[src/rtl/cell_particle_fetch_pkg.sv]
// Shared definitions for the cell particle fetch sequencer.
// Coordinate width, field offsets and FSM state encoding.
package cell_particle_fetch_pkg;

    localparam int COORD_W  = 32;
    localparam int POSX_LSB = 0;
    localparam int POSY_LSB = 32;
    localparam int POSZ_LSB = 64;

    localparam logic [1:0] ST_IDLE  = 2'd0;
    localparam logic [1:0] ST_ISSUE = 2'd1;
    localparam logic [1:0] ST_DRAIN = 2'd2;
    localparam logic [1:0] ST_DONE  = 2'd3;

    // Extract one single-float coordinate from a packed {z, y, x} word.
    function automatic logic [COORD_W-1:0] coord_slice(
        input logic [3*COORD_W-1:0] word,
        input int                   lsb
    );
        return word[lsb +: COORD_W];
    endfunction

endpackage

[src/rtl/cell_fetch_fifo.sv]
// Synchronous FIFO with a registered head word and an occupancy count.
// Overflow and underflow are flagged by simulation assertions.
module cell_fetch_fifo
    import cell_particle_fetch_pkg::*;
#(
    parameter int WIDTH = 104,
    parameter int DEPTH = 4
) (
    input  logic                   clk,
    input  logic                   rst,
    input  logic                   i_push,
    input  logic [WIDTH-1:0]       i_din,
    input  logic                   i_pop,
    output logic [WIDTH-1:0]       o_dout,
    output logic                   o_empty,
    output logic [$clog2(DEPTH):0] o_count
);

    localparam int IW = $clog2(DEPTH);
    localparam logic [IW:0]   CNT_ONE  = (IW+1)'(1);
    localparam logic [IW:0]   CNT_FULL = (IW+1)'(DEPTH);
    localparam logic [IW-1:0] IDX_ONE  = IW'(1);

    logic [WIDTH-1:0] r_mem [DEPTH];
    logic [IW-1:0]    r_wr_idx;
    logic [IW-1:0]    r_rd_idx;
    logic [IW:0]      r_count;
    logic [WIDTH-1:0] r_dout;
    logic [IW-1:0]    w_rd_nxt;
    logic             w_full;
    logic             w_pop;

    assign w_full   = (r_count == CNT_FULL);
    assign o_empty  = (r_count == '0);
    assign w_pop    = i_pop && !o_empty;
    assign w_rd_nxt = r_rd_idx + IDX_ONE;
    assign o_dout   = r_dout;
    assign o_count  = r_count;

    // Storage array: every push lands at the write index.
    always_ff @(posedge clk) begin
        if (rst) begin
            for (int i = 0; i < DEPTH; i++) begin
                r_mem[i] <= '0;
            end
        end else if (i_push) begin
            r_mem[r_wr_idx] <= i_din;
        end
    end

    // Read/write indices and occupancy.
    always_ff @(posedge clk) begin
        if (rst) begin
            r_wr_idx <= '0;
            r_rd_idx <= '0;
            r_count  <= '0;
        end else begin
            if (i_push) begin
                r_wr_idx <= r_wr_idx + IDX_ONE;
            end
            if (w_pop) begin
                r_rd_idx <= w_rd_nxt;
            end
            case ({i_push, w_pop})
                2'b10:   r_count <= r_count + CNT_ONE;
                2'b01:   r_count <= r_count - CNT_ONE;
                default: r_count <= r_count;
            endcase
        end
    end

    // Head register: refilled from storage on pop, or straight from
    // the input when the new word becomes the head.
    always_ff @(posedge clk) begin
        if (rst) begin
            r_dout <= '0;
        end else if (w_pop && (r_count > CNT_ONE)) begin
            r_dout <= r_mem[w_rd_nxt];
        end else if (i_push && (o_empty || (w_pop && r_count == CNT_ONE))) begin
            r_dout <= i_din;
        end
    end

    a_no_overflow: assert property (
        @(posedge clk) disable iff (rst) !(i_push && w_full && !w_pop)
    ) else $error("cell_fetch_fifo: push into full buffer");

    a_no_underflow: assert property (
        @(posedge clk) disable iff (rst) !(i_pop && o_empty)
    ) else $error("cell_fetch_fifo: pop from empty buffer");

endmodule

[src/rtl/cell_particle_fetch.sv]
// Per-cell position read sequencer with credit-limited output buffering.
// Define CELL_FETCH_ZERO_SKIP_EN to drop all-zero (padding) words on return.
module cell_particle_fetch
    import cell_particle_fetch_pkg::*;
#(
    parameter int DATA_WIDTH     = 96,
    parameter int ADDR_WIDTH     = 8,
    parameter int MEM_RD_LATENCY = 2,
    parameter int FIFO_DEPTH     = 4
) (
    input  logic                  clk,
    input  logic                  rst,
    input  logic                  start,
    input  logic [ADDR_WIDTH:0]   num_particles,
    output logic                  busy,
    output logic                  done,
    output logic [ADDR_WIDTH-1:0] mem_address,
    output logic                  mem_rden,
    output logic                  mem_wren,
    input  logic [DATA_WIDTH-1:0] mem_q,
    output logic                  out_valid,
    input  logic                  out_ready,
    output logic [ADDR_WIDTH-1:0] out_id,
    output logic [COORD_W-1:0]    out_posx,
    output logic [COORD_W-1:0]    out_posy,
    output logic [COORD_W-1:0]    out_posz
);

    localparam int L   = MEM_RD_LATENCY;
    localparam int FW  = ADDR_WIDTH + DATA_WIDTH;
    localparam int NW  = $clog2(FIFO_DEPTH) + 1;
    localparam int CW  = NW + 1;
    localparam logic [ADDR_WIDTH:0] PTR_ONE = (ADDR_WIDTH+1)'(1);
    localparam logic [NW-1:0]       CNT_ONE = NW'(1);

    logic [1:0]            r_state;
    logic [ADDR_WIDTH:0]   r_cnt_total;
    logic [ADDR_WIDTH:0]   r_rd_ptr;
    logic [L-1:0]          r_sr_vld;
    logic [ADDR_WIDTH-1:0] r_sr_addr [L];

    logic [CW-1:0]         w_inflight;
    logic [NW-1:0]         w_fifo_count;
    logic [FW-1:0]         w_fifo_dout;
    logic [DATA_WIDTH-1:0] w_word;
    logic                  w_fifo_empty;
    logic                  w_credit;
    logic                  w_issue;
    logic                  w_last_issue;
    logic                  w_push;
    logic                  w_pop;
    logic                  w_drain_ok;

    assign w_credit     = (w_inflight + CW'(w_fifo_count)) < CW'(FIFO_DEPTH);
    assign w_issue      = (r_state == ST_ISSUE) && w_credit;
    assign w_last_issue = (r_rd_ptr == (r_cnt_total - PTR_ONE));
    assign w_pop        = out_valid && out_ready;
    assign w_drain_ok   = (w_inflight == '0) &&
                          (w_fifo_empty || (w_fifo_count == CNT_ONE && w_pop));

    assign busy        = (r_state != ST_IDLE);
    assign done        = (r_state == ST_DONE);
    assign mem_rden    = w_issue;
    assign mem_address = r_rd_ptr[ADDR_WIDTH-1:0];
    assign mem_wren    = 1'b0;

    // Count reads that are issued but have not yet reached the tap.
    always_comb begin
        w_inflight = '0;
        for (int i = 0; i < L; i++) begin
            w_inflight = w_inflight + CW'(r_sr_vld[i]);
        end
    end

    // Decide whether the word arriving at the tap enters the buffer.
    always_comb begin
`ifdef CELL_FETCH_ZERO_SKIP_EN
        w_push = r_sr_vld[L-1] && (mem_q != '0);
`else
        w_push = r_sr_vld[L-1];
`endif
    end

    // Delay {rden, address} so it lines up with the returning mem_q.
    always_ff @(posedge clk) begin
        if (rst) begin
            r_sr_vld <= '0;
            for (int i = 0; i < L; i++) begin
                r_sr_addr[i] <= '0;
            end
        end else begin
            r_sr_vld[0]  <= w_issue;
            r_sr_addr[0] <= mem_address;
            for (int i = 1; i < L; i++) begin
                r_sr_vld[i]  <= r_sr_vld[i-1];
                r_sr_addr[i] <= r_sr_addr[i-1];
            end
        end
    end

    // Pass sequencing: latch count, walk addresses under credit, drain, pulse done.
    always_ff @(posedge clk) begin
        if (rst) begin
            r_state     <= ST_IDLE;
            r_cnt_total <= '0;
            r_rd_ptr    <= '0;
        end else begin
            case (r_state)
                ST_IDLE: begin
                    if (start) begin
                        r_cnt_total <= num_particles;
                        r_rd_ptr    <= '0;
                        r_state     <= (num_particles == '0) ? ST_DONE : ST_ISSUE;
                    end
                end
                ST_ISSUE: begin
                    if (w_issue) begin
                        r_rd_ptr <= r_rd_ptr + PTR_ONE;
                        if (w_last_issue) begin
                            r_state <= ST_DRAIN;
                        end
                    end
                end
                ST_DRAIN: begin
                    if (w_drain_ok) begin
                        r_state <= ST_DONE;
                    end
                end
                ST_DONE: begin
                    r_state <= ST_IDLE;
                end
                default: begin
                    r_state <= ST_IDLE;
                end
            endcase
        end
    end

    cell_fetch_fifo #(
        .WIDTH (FW),
        .DEPTH (FIFO_DEPTH)
    ) u_fifo (
        .clk     (clk),
        .rst     (rst),
        .i_push  (w_push),
        .i_din   ({r_sr_addr[L-1], mem_q}),
        .i_pop   (w_pop),
        .o_dout  (w_fifo_dout),
        .o_empty (w_fifo_empty),
        .o_count (w_fifo_count)
    );

    assign out_valid = !w_fifo_empty;
    assign out_id    = w_fifo_dout[FW-1 -: ADDR_WIDTH];
    assign w_word    = w_fifo_dout[DATA_WIDTH-1:0];
    assign out_posx  = coord_slice(w_word[3*COORD_W-1:0], POSX_LSB);
    assign out_posy  = coord_slice(w_word[3*COORD_W-1:0], POSY_LSB);
    assign out_posz  = coord_slice(w_word[3*COORD_W-1:0], POSZ_LSB);

endmodule

[config.mk]
export PLATFORM = sky130hd
export DESIGN_NAME = cell_particle_fetch
export DESIGN_NICKNAME = d
export VERILOG_FILES = /design/src/rtl/cell_particle_fetch_pkg.sv /design/src/rtl/cell_fetch_fifo.sv /design/src/rtl/cell_particle_fetch.sv
export SDC_FILE = /design/constraint.sdc
export NUM_CORES = 1
export LEC_CHECK = 0
export ABC_AREA = 1
export CAP_MARGIN = 10
export CORE_MARGIN = 2
export CORE_UTILIZATION = 45
export CTS_BUF_LIST = sky130_fd_sc_hd__clkbuf_16
export DETAILED_ROUTE_END_ITERATION = 6
export DONT_BUFFER_PORTS = 1
export PLACE_DENSITY = 0.61
export SKIP_CTS_REPAIR_TIMING = 1
export SYNTH_ARGS = -nofsm -noshare
export SYNTH_HDL_FRONTEND = slang
export SYNTH_HIERARCHICAL = 1
export SYNTH_SLANG_ARGS = --single-unit
[constraint.sdc]
create_clock -name clk -period 12.3 [get_ports clk]
set_input_delay 1.845 -clock clk [delete_from_list [all_inputs] [get_ports clk]]
set_output_delay 1.845 -clock clk [all_outputs]
set_load 0.02 [all_outputs]
==> out/qor.log, run 1 <==
[status] status finished, final reports clean
[die] Die Width 249 um
[logic_synthesis] Distinct cells, synth 37
[timing] f_max 0.232 GHz
[job] max capacitance violation total 0
[final_layout] NumNets Final 3341
[power_and_ir_drop] power density normalized to cell area 159 nW/um^2
[die] area of the die 62200 um^2
[final_layout] final core utilization 49.1%
[setup_path] FF-to-FF End u_fifo/r_mem[0][66]
[timing] final worst setup slack 7990 ps
[setup_path] CP bufs+invs 0
[logic_synthesis] portion of the post-synthesis area used by sequential elements 57.1%
[global_routing] largest net degree at the start of global routing 126
[timing] normalized max-slew margin 21.0%
[global_routing] via count of the first global-routing pass 20492
[setup_path] CP dominant cell by count sky130_fd_sc_hd__ha_1
[setup_path] launch instance of the worst register-to-register path r_sr_vld[1]
[timing] maximum clock skew at final layout 16.0 ps
[logic_synthesis] synthesized netlist net count 3467
[setup_path] arrival time worst endpoint 2460 ps
[logic_synthesis] synthesized cell area 27100 um^2
[hold_path] HP Start r_sr_addr[0][4]
[setup_path] kind of cell adding the most delay to the critical path flip-flops
[logic_synthesis] number of warnings printed during yosys synthesis 6
[cts] maximum clock path buffer count 3
[setup_path] worst r2r path cells 5
[hold_path] Min-Delay Endpoint r_sr_addr[0][12]
[placed_design] pre-CTS setup slack 7400 ps
[final_layout] fraction of final layout cells with drive strength greater than 1 4.65%
[timing] post-layout minimum cycle time 4310 ps
[cts] clock buffer count from CTS 60
[setup_path] kind of critical path register to output port
[timing] hold_ws 407 ps
[timing] RSZ-0062 raised after global routing false
[logic_synthesis] post-synthesis cell count 3343
[placed_design] number of buffer cells added on primary ports 0
[global_routing] gr usage total 23.4%
[cts] clock slew seen by the registers of the worst setup and hold paths 60 ps
[route] vias per cell 5.19
[route] vias post-DR 20962
[timing] Total Neg Setup Slack 0 ps
[placed_design] half-perimeter wire length of the detailed placement result 40.2 mm
[final_layout] area delta synth->final 7.41%
[cts] clock tree root driver cell sky130_fd_sc_hd__clkbuf_16
[timing] part of the cycle the worst path needs 35.0%
[setup_path] kind of end point of the critical path output port
[timing] Final Slew Violations 0
[route] routed wire length per instance 18.2 um
[setup_path] largest incremental delay on the critical path 820 ps
[die] IO Pins 226
[route] Antenna Violating Nets Remaining 0
[die] Cell Rows 89
[power_and_ir_drop] maximum resistive drop on vdd 110 uV
[setup_path] list of cells traversed by the critical path ha_1 > ha_1 > nand3_1 > nand2_1 > nor2_1
[setup_path] crit path launch type register
[power_and_ir_drop] static leakage power 13.3 nW
[die] area of the core 59200 um^2
[hold_path] worst hold-check path type register to register
[timing] Slew @ Worst Pin 1190 ps
[setup_path] CP Max Fanout 68
[route] DRC violation count after routing 0
[global_routing] antenna violations before repair 5
[route] count of TritonRoute iterations in the first routing pass 5
[final_layout] number of inserted filler cells in the final layout 5673
[logic_synthesis] synthesized flop and latch total 565
[die] die span in y 249 um
[setup_path] Crit-path slowest cell sky130_fd_sc_hd__dfxtp_4
[setup_path] required time at the endpoint of the critical path 10450 ps
[cts] CTS H-Tree Depth 2
[route] Iter 0 DRT Violations 1601
[power_and_ir_drop] Pwr Total 0.00463 W
[cts] TritonCTS clock tree done
[timing] number of failing hold endpoints at the final stage 0
[placed_design] final weighted congestion in routability-driven placement 0.845
[hold_path] Hold Crit Depth 2
[die] initial core utilization 45.7%
[route] detailed-route wire length 73.4 mm
[timing] final count of negative-setup-slack endpoints 0
[logic_synthesis] mean instance size in the synthesized netlist 8.11 um^2
[cts] worst skew pair latency 620 ps
[cts] number of sinks handled by clock tree synthesis 565
[global_routing] global-route wire length before repair 115 mm
[setup_path] internal reg-to-reg setup slack 8290 ps
[global_routing] total congestion overflow 0
[stage by stage]
| step | area, um^2 | instances |
|---|---|---|
| 4_1_cts | 29100 | 4039 |
| 5_1_grt | 29100 | 4041 |
| 3_5_place_dp | 27300 | 3928 |
| 3_3_place_gp | 27300 | 3928 |
| 2_1_floorplan | 27100 | 3343 |
| 6_report | 29100 | 4042 |
[worst max path at each step]
stage	start	end	slack [ps]	depth (start not counted)
floorplan	r_sr_vld[1]	u_fifo/r_mem[3][0]	3490	4
global placement	rst	u_fifo/r_mem[0][65]	7410	4
detailed placement	rst	u_fifo/r_mem[0][53]	7400	4
CTS	r_sr_vld[1]	mem_rden	7940	5
global route	r_sr_vld[1]	mem_rden	7830	5
finish	r_sr_vld[1]	mem_rden	7990	5
[cell families (layout without fill, tap and decap cells)]
| logic type | count (synthesis) | in the layout | share of synthesized area [%] |
|---|---|---|---|
| XOR/XNOR | 5 | 5 | 0.162 |
| adder cells (fa/ha/maj) | 15 | 15 | 0.693 |
| multiplexers | 1 | 1 | 0.0369 |
| AO/OA/AOI/OAI | 97 | 97 | 2.17 |
| other | 1 | 4 | 0.0138 |
| buffers and inverters | 554 | 477 | 8.77 |
| AND/OR/NAND/NOR | 2105 | 2105 | 31.0 |
| flip-flops | 565 | 565 | 57.1 |
[state kept, by name, summed over array words and instances (netlist names)]
register,flops
u_fifo/r_rd_idx,2
r_sr_addr,16
u_fifo/o_count,3
r_sr_vld,2
u_fifo/r_mem,416
u_fifo/r_wr_idx,2
u_fifo/o_dout,104
r_state,2
r_cnt_total,9
r_rd_ptr,9
[worst reg2reg max path: stages (launching register included)]
cell and delay (ps):
sky130_fd_sc_hd__dfxtp_4 820, sky130_fd_sc_hd__inv_2 120, sky130_fd_sc_hd__nor2_2 330, sky130_fd_sc_hd__nand3_4 570
sky130_fd_sc_hd__nand2_4 980, sky130_fd_sc_hd__buf_4 770
[cell usage after synthesis, drive strengths merged]
cell / n / area (um^2)
conb: 1 / 3.75
inv: 299 / 1120
xor2: 5 / 43.8
nand3: 225 / 1130
nor4: 3 / 18.8
clkbuf: 49 / 185
a21boi: 25 / 188
nand4: 2 / 12.5
or2: 1 / 6.26
clkinv: 44 / 165
o21ai: 21 / 113
buf: 162 / 902
nor3: 116 / 586
mux2i: 1 / 10.0
a21oi: 49 / 268
a32o: 2 / 20.0
nand2: 1239 / 4680
edfxtp: 416 / 12500
nor3b: 2 / 15.0
nor2: 517 / 1970
dfxtp: 149 / 2980
ha: 15 / 188
[layer usage]
metal	wire length [um]	GRT usage, %	part of all wire, %	vias up
li1	-	-	-	10207
met1	30800	29.7	42	9966
met2	34800	39.7	47	683
met3	6040	5.32	8.2	102
met4	1680	7.25	2.3	4
met5	29	0	0.040	-
[cell type report]
class | instances | area (um^2) | area share, %
tap | 773 | 967 | 3.32
timing repair buffer | 23 | 173 | 0.593
inverter | 343 | 1300 | 4.48
antenna | 3 | 7.51 | 0.0258
sequential | 565 | 15500 | 53.2
multi-input combinational | 2224 | 9350 | 32.1
clock buffer | 61 | 1530 | 5.24
clock inverter | 50 | 293 | 1.01
[power breakdown]
part	internal, W	switching, W
clock	0.000953	0.000741
sequential	0.00218	0.000137
combinational	0.000175	0.000450
[layout by cell type (no fill, tap or decap), types with 8 or more instances in the layout]
cell                        Yosys  layout
sky130_fd_sc_hd__nand3_1      224     221
sky130_fd_sc_hd__clkinv_1      44      59
sky130_fd_sc_hd__clkbuf_16      0      61
sky130_fd_sc_hd__nand2_2       11       8
sky130_fd_sc_hd__o21ai_0       18      16
sky130_fd_sc_hd__inv_1        285     301
sky130_fd_sc_hd__nand2_1     1228    1224
sky130_fd_sc_hd__dfxtp_1      149     147
sky130_fd_sc_hd__a21boi_0      18      18
sky130_fd_sc_hd__inv_2         13      11
sky130_fd_sc_hd__nor3_1       115     115
sky130_fd_sc_hd__buf_4         26      23
sky130_fd_sc_hd__a21oi_1       47      47
sky130_fd_sc_hd__edfxtp_1     416     416
sky130_fd_sc_hd__ha_1          15      15
sky130_fd_sc_hd__nor2_1       511     510
sky130_fd_sc_hd__clkinv_2       0      12
Note: power is estimated with default switching activity, not from simulation.
==> inputs of run 2 (changes only) <==
- clock period: 12.3 -> 4 ns (I/O delays scaled with it)
==> out/qor.log, run 2 (synthesized netlist as in run 1, its figures left out) <==
[status] status finished, final reports clean [unchanged]
[global_routing] gr usage total 24.1% [was 23.4%]
[global_routing] total congestion overflow 0 [unchanged]
[setup_path] Crit-path slowest cell sky130_fd_sc_hd__buf_4 [was sky130_fd_sc_hd__dfxtp_4]
[timing] part of the cycle the worst path needs 74.7%
[job] max capacitance violation total 0 [unchanged]
[hold_path] worst hold-check path type input port to register [was register to register]
[placed_design] Placed Instance Area 27500 um^2 [was 27300 um^2]
[placed_design] number of buffer cells added on primary ports 0 [unchanged]
[setup_path] kind of cell adding the most delay to the critical path simple AND/OR/NAND/NOR gates [was flip-flops]
[setup_path] crit path launch type register [unchanged]
[cts] clock tree root driver cell sky130_fd_sc_hd__clkbuf_16 [unchanged]
[power_and_ir_drop] power density normalized to cell area 503 nW/um^2 [was 159 nW/um^2]
[route] count of TritonRoute iterations in the first routing pass 6 [was 5]
[timing] normalized max-slew margin 17.0% [was 21.0%]
[final_layout] commonest cells after routing, fill and taps aside sky130_fd_sc_hd__nand2_1, sky130_fd_sc_hd__nor2_1, sky130_fd_sc_hd__edfxtp_1 [unchanged]
[final_layout] most common cell after layout, fill and taps aside sky130_fd_sc_hd__nand2_1 [unchanged]
[final_layout] register with the highest flop count u_fifo/r_mem [unchanged]
[route] detailed-route wire length 75.7 mm [was 73.4 mm]
[setup_path] list of cells traversed by the critical path inv_1 > ha_1 > nand2_2 > inv_1 > nor2_1 > inv_2 > a21oi_4 > nand3_4 > buf_4 > nand3_1 > nand2_1 > nor2_1 [was ha_1 > ha_1 > nand3_1 > nand2_1 > nor2_1]
[timing] number of failing hold endpoints at the final stage 0 [unchanged]
[global_routing] met1 Resource Use GR 30.1% [was 29.7%]
[setup_path] kind of critical path register to register [was register to output port]
[route] routed wire length per instance 18.6 um [was 18.2 um]
[global_routing] via count of the first global-routing pass 20619 [was 20492]
[timing] f_max 0.335 GHz
[die] IO Pins 226 [unchanged]
[die] die span in y 249 um [unchanged]
[timing] Slew @ Worst Pin 1240 ps [was 1190 ps]
[final_layout] post-route cell area 29600 um^2 [was 29100 um^2]
[die] Cell Rows 89 [unchanged]
[setup_path] required time at the endpoint of the critical path 4520 ps [was 10450 ps]
[placed_design] half-perimeter wire length of the detailed placement result 40.0 mm [was 40.2 mm]
[power_and_ir_drop] static leakage power 13.6 nW [was 13.3 nW]
[global_routing] most used routing layer in global routing met2 [unchanged]
[timing] post-layout minimum cycle time 2990 ps
[global_routing] met3 Usage GRT 5.50% [was 5.32%]
[global_routing] largest net degree at the start of global routing 186 [was 126]
[cts] worst skew pair latency 590 ps [was 620 ps]
[setup_path] CP Max Fanout 68 [unchanged]
[final_layout] number of flip-flops under the largest register name 416 [unchanged]
[final_layout] flip-flop and latch area 15500 um^2 [unchanged]
[global_routing] global-route wire length before repair 117 mm [was 115 mm]
[cts] clock slew seen by the registers of the worst setup and hold paths 60 ps [about the same]
[global_routing] antenna violations before repair 7 [was 5]
[route] vias per cell 5.16 [was 5.19]
[setup_path] arrival time worst endpoint 3510 ps [was 2460 ps]
[route] vias post-DR 20999 [was 20962]
[timing] Total Neg Setup Slack 0 ps [unchanged]
[final_layout] number of inserted filler cells in the final layout 5584 [was 5673]
[final_layout] final core utilization 50.0% [was 49.1%]
[cts] maximum clock path buffer count 3 [unchanged]
[cts] TritonCTS clock tree done [unchanged]
[timing] final worst setup slack 1010 ps [was 7990 ps]
[cts] CTS H-Tree Depth 3 [was 2]
[timing] maximum clock skew at final layout 18.3 ps [was 16.0 ps]
[final_layout] area taken by multi-input logic gates 9350 um^2 [unchanged]
[placed_design] final weighted congestion in routability-driven placement 0.827 [was 0.845]
[timing] final count of negative-setup-slack endpoints 0 [unchanged]
[die] initial core utilization 45.7% [unchanged]
[timing] Final Slew Violations 0 [unchanged]
[global_routing] met2 Resource Use GR 41.4% [was 39.7%]
[die] area of the core 59200 um^2 [unchanged]
[route] Iter 0 DRT Violations 1590 [was 1601]
[die] Die Width 249 um [unchanged]
[route] Antenna Violating Nets Remaining 0 [unchanged]
[timing] RSZ-0062 raised after global routing false [unchanged]
[route] DRC violation count after routing 0 [unchanged]
[power_and_ir_drop] maximum resistive drop on vdd 333 uV [was 110 uV]
[final_layout] fraction of final layout cells with drive strength greater than 1 5.26% [was 4.65%]
[setup_path] kind of end point of the critical path register [was output port]
[final_layout] NumNets Final 3362 [was 3341]
[final_layout] area delta synth->final 9.34% [was 7.41%]
[placed_design] pre-CTS setup slack 1040 ps [was 7400 ps]
[cts] number of sinks handled by clock tree synthesis 565 [unchanged]
[die] area of the die 62200 um^2 [unchanged]
[cts] clock buffer count from CTS 66 [was 60]
[setup_path] largest incremental delay on the critical path 510 ps [was 820 ps]
[setup_path] CP bufs+invs 4 [was 0]
run 2: cell count changes in the layout (fill, tap and decap cells not counted), sizes merged:
cell	delta
bufinv	+2
inv	-1
clkbuf	+9
clkinvlp	-1
buf	+15
run 2: final timing paths:
check	start	to	slack, ps	depth (start not counted)
setup / recovery	u_fifo/o_count[0]	u_fifo/o_dout[71]	1010	12
hold / removal	rst	r_sr_vld[1]	80	1
setup reg to reg	u_fifo/o_count[0]	u_fifo/o_dout[71]	1010	12
hold reg to reg	r_sr_addr[0][5]	r_sr_addr[0][13]	400	2
run 2: routing by layer:
| metal | vias to the layer above | wire length, um |
|---|---|---|
| li1 | 10255 | - |
| met1 | 9904 | 31100 |
| met2 | 735 | 36700 |
| met3 | 97 | 6230 |
| met4 | 8 | 1550 |
| met5 | - | 58 |
run 2: where the power goes:
| part | total [W] | internal [W] | switching, W |
|---|---|---|---|
| logic | 0.00198 | 0.000571 | 0.00141 |
| registers | 0.00711 | 0.00669 | 0.000416 |
| clock network | 0.00582 | 0.00347 | 0.00235 |
| total | 0.0149 | 0.0107 | 0.00418 |
run 2: metrics by stage:
stage,instances,total power (W),hold WS [ps]
finish,4066,0.0149,80.7
CTS,4063,0.0150,47.6
global route,4065,0.0156,65.1
detailed placement,3943,0.00921,395
global placement,3943,0.00916,397
floorplan,3343,0.00864,388
run 2: area by class of cell:
cell class,count,share of cell area (%)
tap,773,3.26
multi-input combinational,2224,31.6
timing repair buffer,38,1.43
sequential,565,52.3
inverter,343,4.40
antenna,3,0.0253
clock inverter,50,1.15
clock buffer,70,5.91
==> inputs of run 3 (changes only) <==
- PLACE_DENSITY: 0.61 -> 0.63
- clock period: 4 -> 2.5 ns (I/O delays scaled with it)
==> out/qor.log, run 3 (synthesized netlist as in run 1, its figures left out) <==
[route] count of TritonRoute iterations in the first routing pass 5 [was 6]
[placed_design] final weighted congestion in routability-driven placement 0.778 [was 0.827]
[setup_path] FF-to-FF End u_fifo/o_dout[82] [was u_fifo/o_dout[71]]
[final_layout] fraction of final layout cells with drive strength greater than 1 5.67% [was 5.26%]
[global_routing] largest net degree at the start of global routing 127 [was 186]
[global_routing] total congestion overflow 0 [unchanged]
[cts] CTS H-Tree Depth 2 [was 3]
[power_and_ir_drop] proportion of power drawn by flip-flops and latches 48.2% [was 47.7%]
[timing] final count of negative-setup-slack endpoints 0 [unchanged]
[timing] RSZ-0062 raised after global routing false [unchanged]
[die] area of the die 62200 um^2 [unchanged]
[timing] Final Slew Violations 0 [unchanged]
[power_and_ir_drop] proportion of power drawn by the clock network 37.6% [was 39.0%]
[cts] clock tree root driver cell sky130_fd_sc_hd__clkbuf_16 [unchanged]
[placed_design] number of buffer cells added on primary ports 0 [unchanged]
[final_layout] commonest cells after routing, fill and taps aside sky130_fd_sc_hd__nand2_1, sky130_fd_sc_hd__nor2_1, sky130_fd_sc_hd__edfxtp_1 [unchanged]
[timing] maximum clock skew at final layout 24.0 ps [was 18.3 ps]
[die] initial core utilization 45.7% [unchanged]
[die] IO Pins 226 [unchanged]
[setup_path] launch instance of the worst register-to-register path u_fifo/o_count[1] [was u_fifo/o_count[0]]
[global_routing] via count of the first global-routing pass 20164 [was 20619]
[status] violations in the final reports hold timing
[final_layout] most common cell after layout, fill and taps aside sky130_fd_sc_hd__nand2_1 [unchanged]
[final_layout] number of inserted filler cells in the final layout 5650 [was 5584]
[timing] hold_ws -20.7 ps [was 80.7 ps]
[power_and_ir_drop] net switching power of the design 0.00673 W [was 0.00418 W]
[setup_path] CP Max Fanout 35 [was 68]
[hold_path] Min-Delay Endpoint r_cnt_total[7] [was r_sr_vld[1]]
[cts] TritonCTS clock tree done [unchanged]
[cts] clock slew seen by the registers of the worst setup and hold paths 60 ps [about the same]
[route] vias per cell 5.09 [was 5.16]
[final_layout] area taken by multi-input logic gates 9360 um^2 [was 9350 um^2]
[power_and_ir_drop] internal power 0.0167 W [was 0.0107 W]
[final_layout] register with the highest flop count u_fifo/r_mem [unchanged]
[status] status complete, but fails checks [was finished, final reports clean]
[route] DRC violation count after routing 0 [unchanged]
[setup_path] internal reg-to-reg setup slack 160 ps [was 1010 ps]
[die] Die Width 249 um [unchanged]
[placed_design] half-perimeter wire length of the detailed placement result 38.2 mm [was 40.0 mm]
[die] area of the core 59200 um^2 [unchanged]
[global_routing] gr usage total 23.4% [was 24.1%]
[setup_path] worst r2r path cells 12 [unchanged]
[final_layout] final core utilization 50.7% [was 50.0%]
[timing] post-layout minimum cycle time 2340 ps [was 2990 ps]
[cts] number of sinks handled by clock tree synthesis 565 [unchanged]
[route] vias post-DR 20849 [was 20999]
[route] detailed-route wire length 74.0 mm [was 75.7 mm]
[power_and_ir_drop] power density normalized to cell area 782 nW/um^2 [was 503 nW/um^2]
[placed_design] Placed Instance Area 27800 um^2 [was 27500 um^2]
[placed_design] pre-CTS setup slack 136 ps [was 1040 ps]
[final_layout] area delta synth->final 10.8% [was 9.34%]
[cts] worst skew pair latency 630 ps [was 590 ps]
[setup_path] required time at the endpoint of the critical path 3070 ps [was 4520 ps]
[job] max capacitance violation total 0 [unchanged]
[die] die span in y 249 um [unchanged]
[cts] clock buffer count from CTS 61 [was 66]
[route] Antenna Violating Nets Remaining 0 [unchanged]
[hold_path] Hold Crit Depth 2 [was 1]
[final_layout] flip-flop and latch area 15500 um^2 [unchanged]
[setup_path] kind of end point of the critical path register [unchanged]
[power_and_ir_drop] static leakage power 13.7 nW [was 13.6 nW]
[hold_path] HP Start num_particles[7] [was rst]
[final_layout] post-route cell area 30000 um^2 [was 29600 um^2]
[setup_path] arrival time worst endpoint 2910 ps [was 3510 ps]
[timing] part of the cycle the worst path needs 93.7% [was 74.7%]
[power_and_ir_drop] switching part of the total 28.7% [was 28.0%]
[final_layout] number of flip-flops under the largest register name 416 [unchanged]
[timing] final worst setup slack 158 ps [was 1010 ps]
[global_routing] antenna violations before repair 4 [was 7]
[hold_path] worst hold-check path type input port to register [unchanged]
[power_and_ir_drop] proportion of power drawn by combinational gates 14.1% [was 13.3%]
[timing] Slew @ Worst Pin 833 ps [was 1240 ps]
[timing] number of failing hold endpoints at the final stage 2 [was 0]
[route] routed wire length per instance 18.1 um [was 18.6 um]
[timing] normalized max-slew margin 44.3% [was 17.0%]
[cts] maximum clock path buffer count 3 [unchanged]
[die] Cell Rows 89 [unchanged]
[timing] f_max 0.427 GHz [was 0.335 GHz]
[final_layout] NumNets Final 3390 [was 3362]
[setup_path] kind of critical path register to register [unchanged]
[route] Iter 0 DRT Violations 1453 [was 1590]
[setup_path] crit path launch type register [unchanged]
[power_and_ir_drop] maximum resistive drop on vdd 694 uV [was 333 uV]
[global_routing] global-route wire length before repair 115 mm [was 117 mm]
## run 3: how the worst max path moves through the flow
stage,cells after the start,endpoint,from
after floorplan,4,u_fifo/r_mem[0][0],rst
after global placement,13,u_fifo/o_dout[66],u_fifo/o_count[1]
after detailed placement,13,u_fifo/o_dout[71],u_fifo/o_count[1]
after CTS,5,mem_rden,r_sr_vld[1]
after global routing,12,u_fifo/o_dout[63],u_fifo/o_count[1]
final,12,u_fifo/o_dout[82],u_fifo/o_count[1]
## run 3: area by class of cell
type / instances / share of cell area [%]
Tap cell: 773 / 3.22
Multi-Input combinational cell: 2224 / 31.2
Inverter: 343 / 4.34
Sequential cell: 565 / 51.6
Clock inverter: 51 / 1.20
Timing Repair Buffer: 71 / 3.13
Antenna cell: 2 / 0.0167
Clock buffer: 64 / 5.33
## run 3: through the flow
stage	power [W]	setup TNS (ps)	cells
final	0.0235	0	4093
after global routing	0.0245	0	4093
after CTS	0.0236	0	4066
after floorplan	0.0138	-119230	3343
after detailed placement	0.0148	0	3951
after global placement	0.0147	0	3951
## run 3: routing by layer
metal | share of wire, % | wire [um] | GRT usage, %
met1 | 43 | 32000 | 31.0
met2 | 47 | 34800 | 39.1
met3 | 7.4 | 5500 | 4.78
met4 | 2.2 | 1610 | 6.54
met5 | 0.030 | 22 | 0
## run 3: power groups by stage
stage,registers [W],clock network (W),logic (W)
after floorplan,0.0114,0,0.00243
after global placement,0.0115,0,0.00321
after detailed placement,0.0115,0,0.00323
after CTS,0.0113,0.00900,0.00325
after global routing,0.0114,0.00938,0.00375
final,0.0113,0.00883,0.00332
## run 3: critical path: stages (launching register included)
cell and delay (ps):
sky130_fd_sc_hd__dfxtp_1 390, sky130_fd_sc_hd__inv_1 110, sky130_fd_sc_hd__ha_1 250, sky130_fd_sc_hd__nand2_2 140, sky130_fd_sc_hd__inv_1 90, sky130_fd_sc_hd__nor2_2 180, sky130_fd_sc_hd__nand3_1 150, sky130_fd_sc_hd__nand2_4 150
sky130_fd_sc_hd__nand2_4 180, sky130_fd_sc_hd__clkbuf_16 320, sky130_fd_sc_hd__nand3_1 120, sky130_fd_sc_hd__nand2_1 60, sky130_fd_sc_hd__nor2_1 130
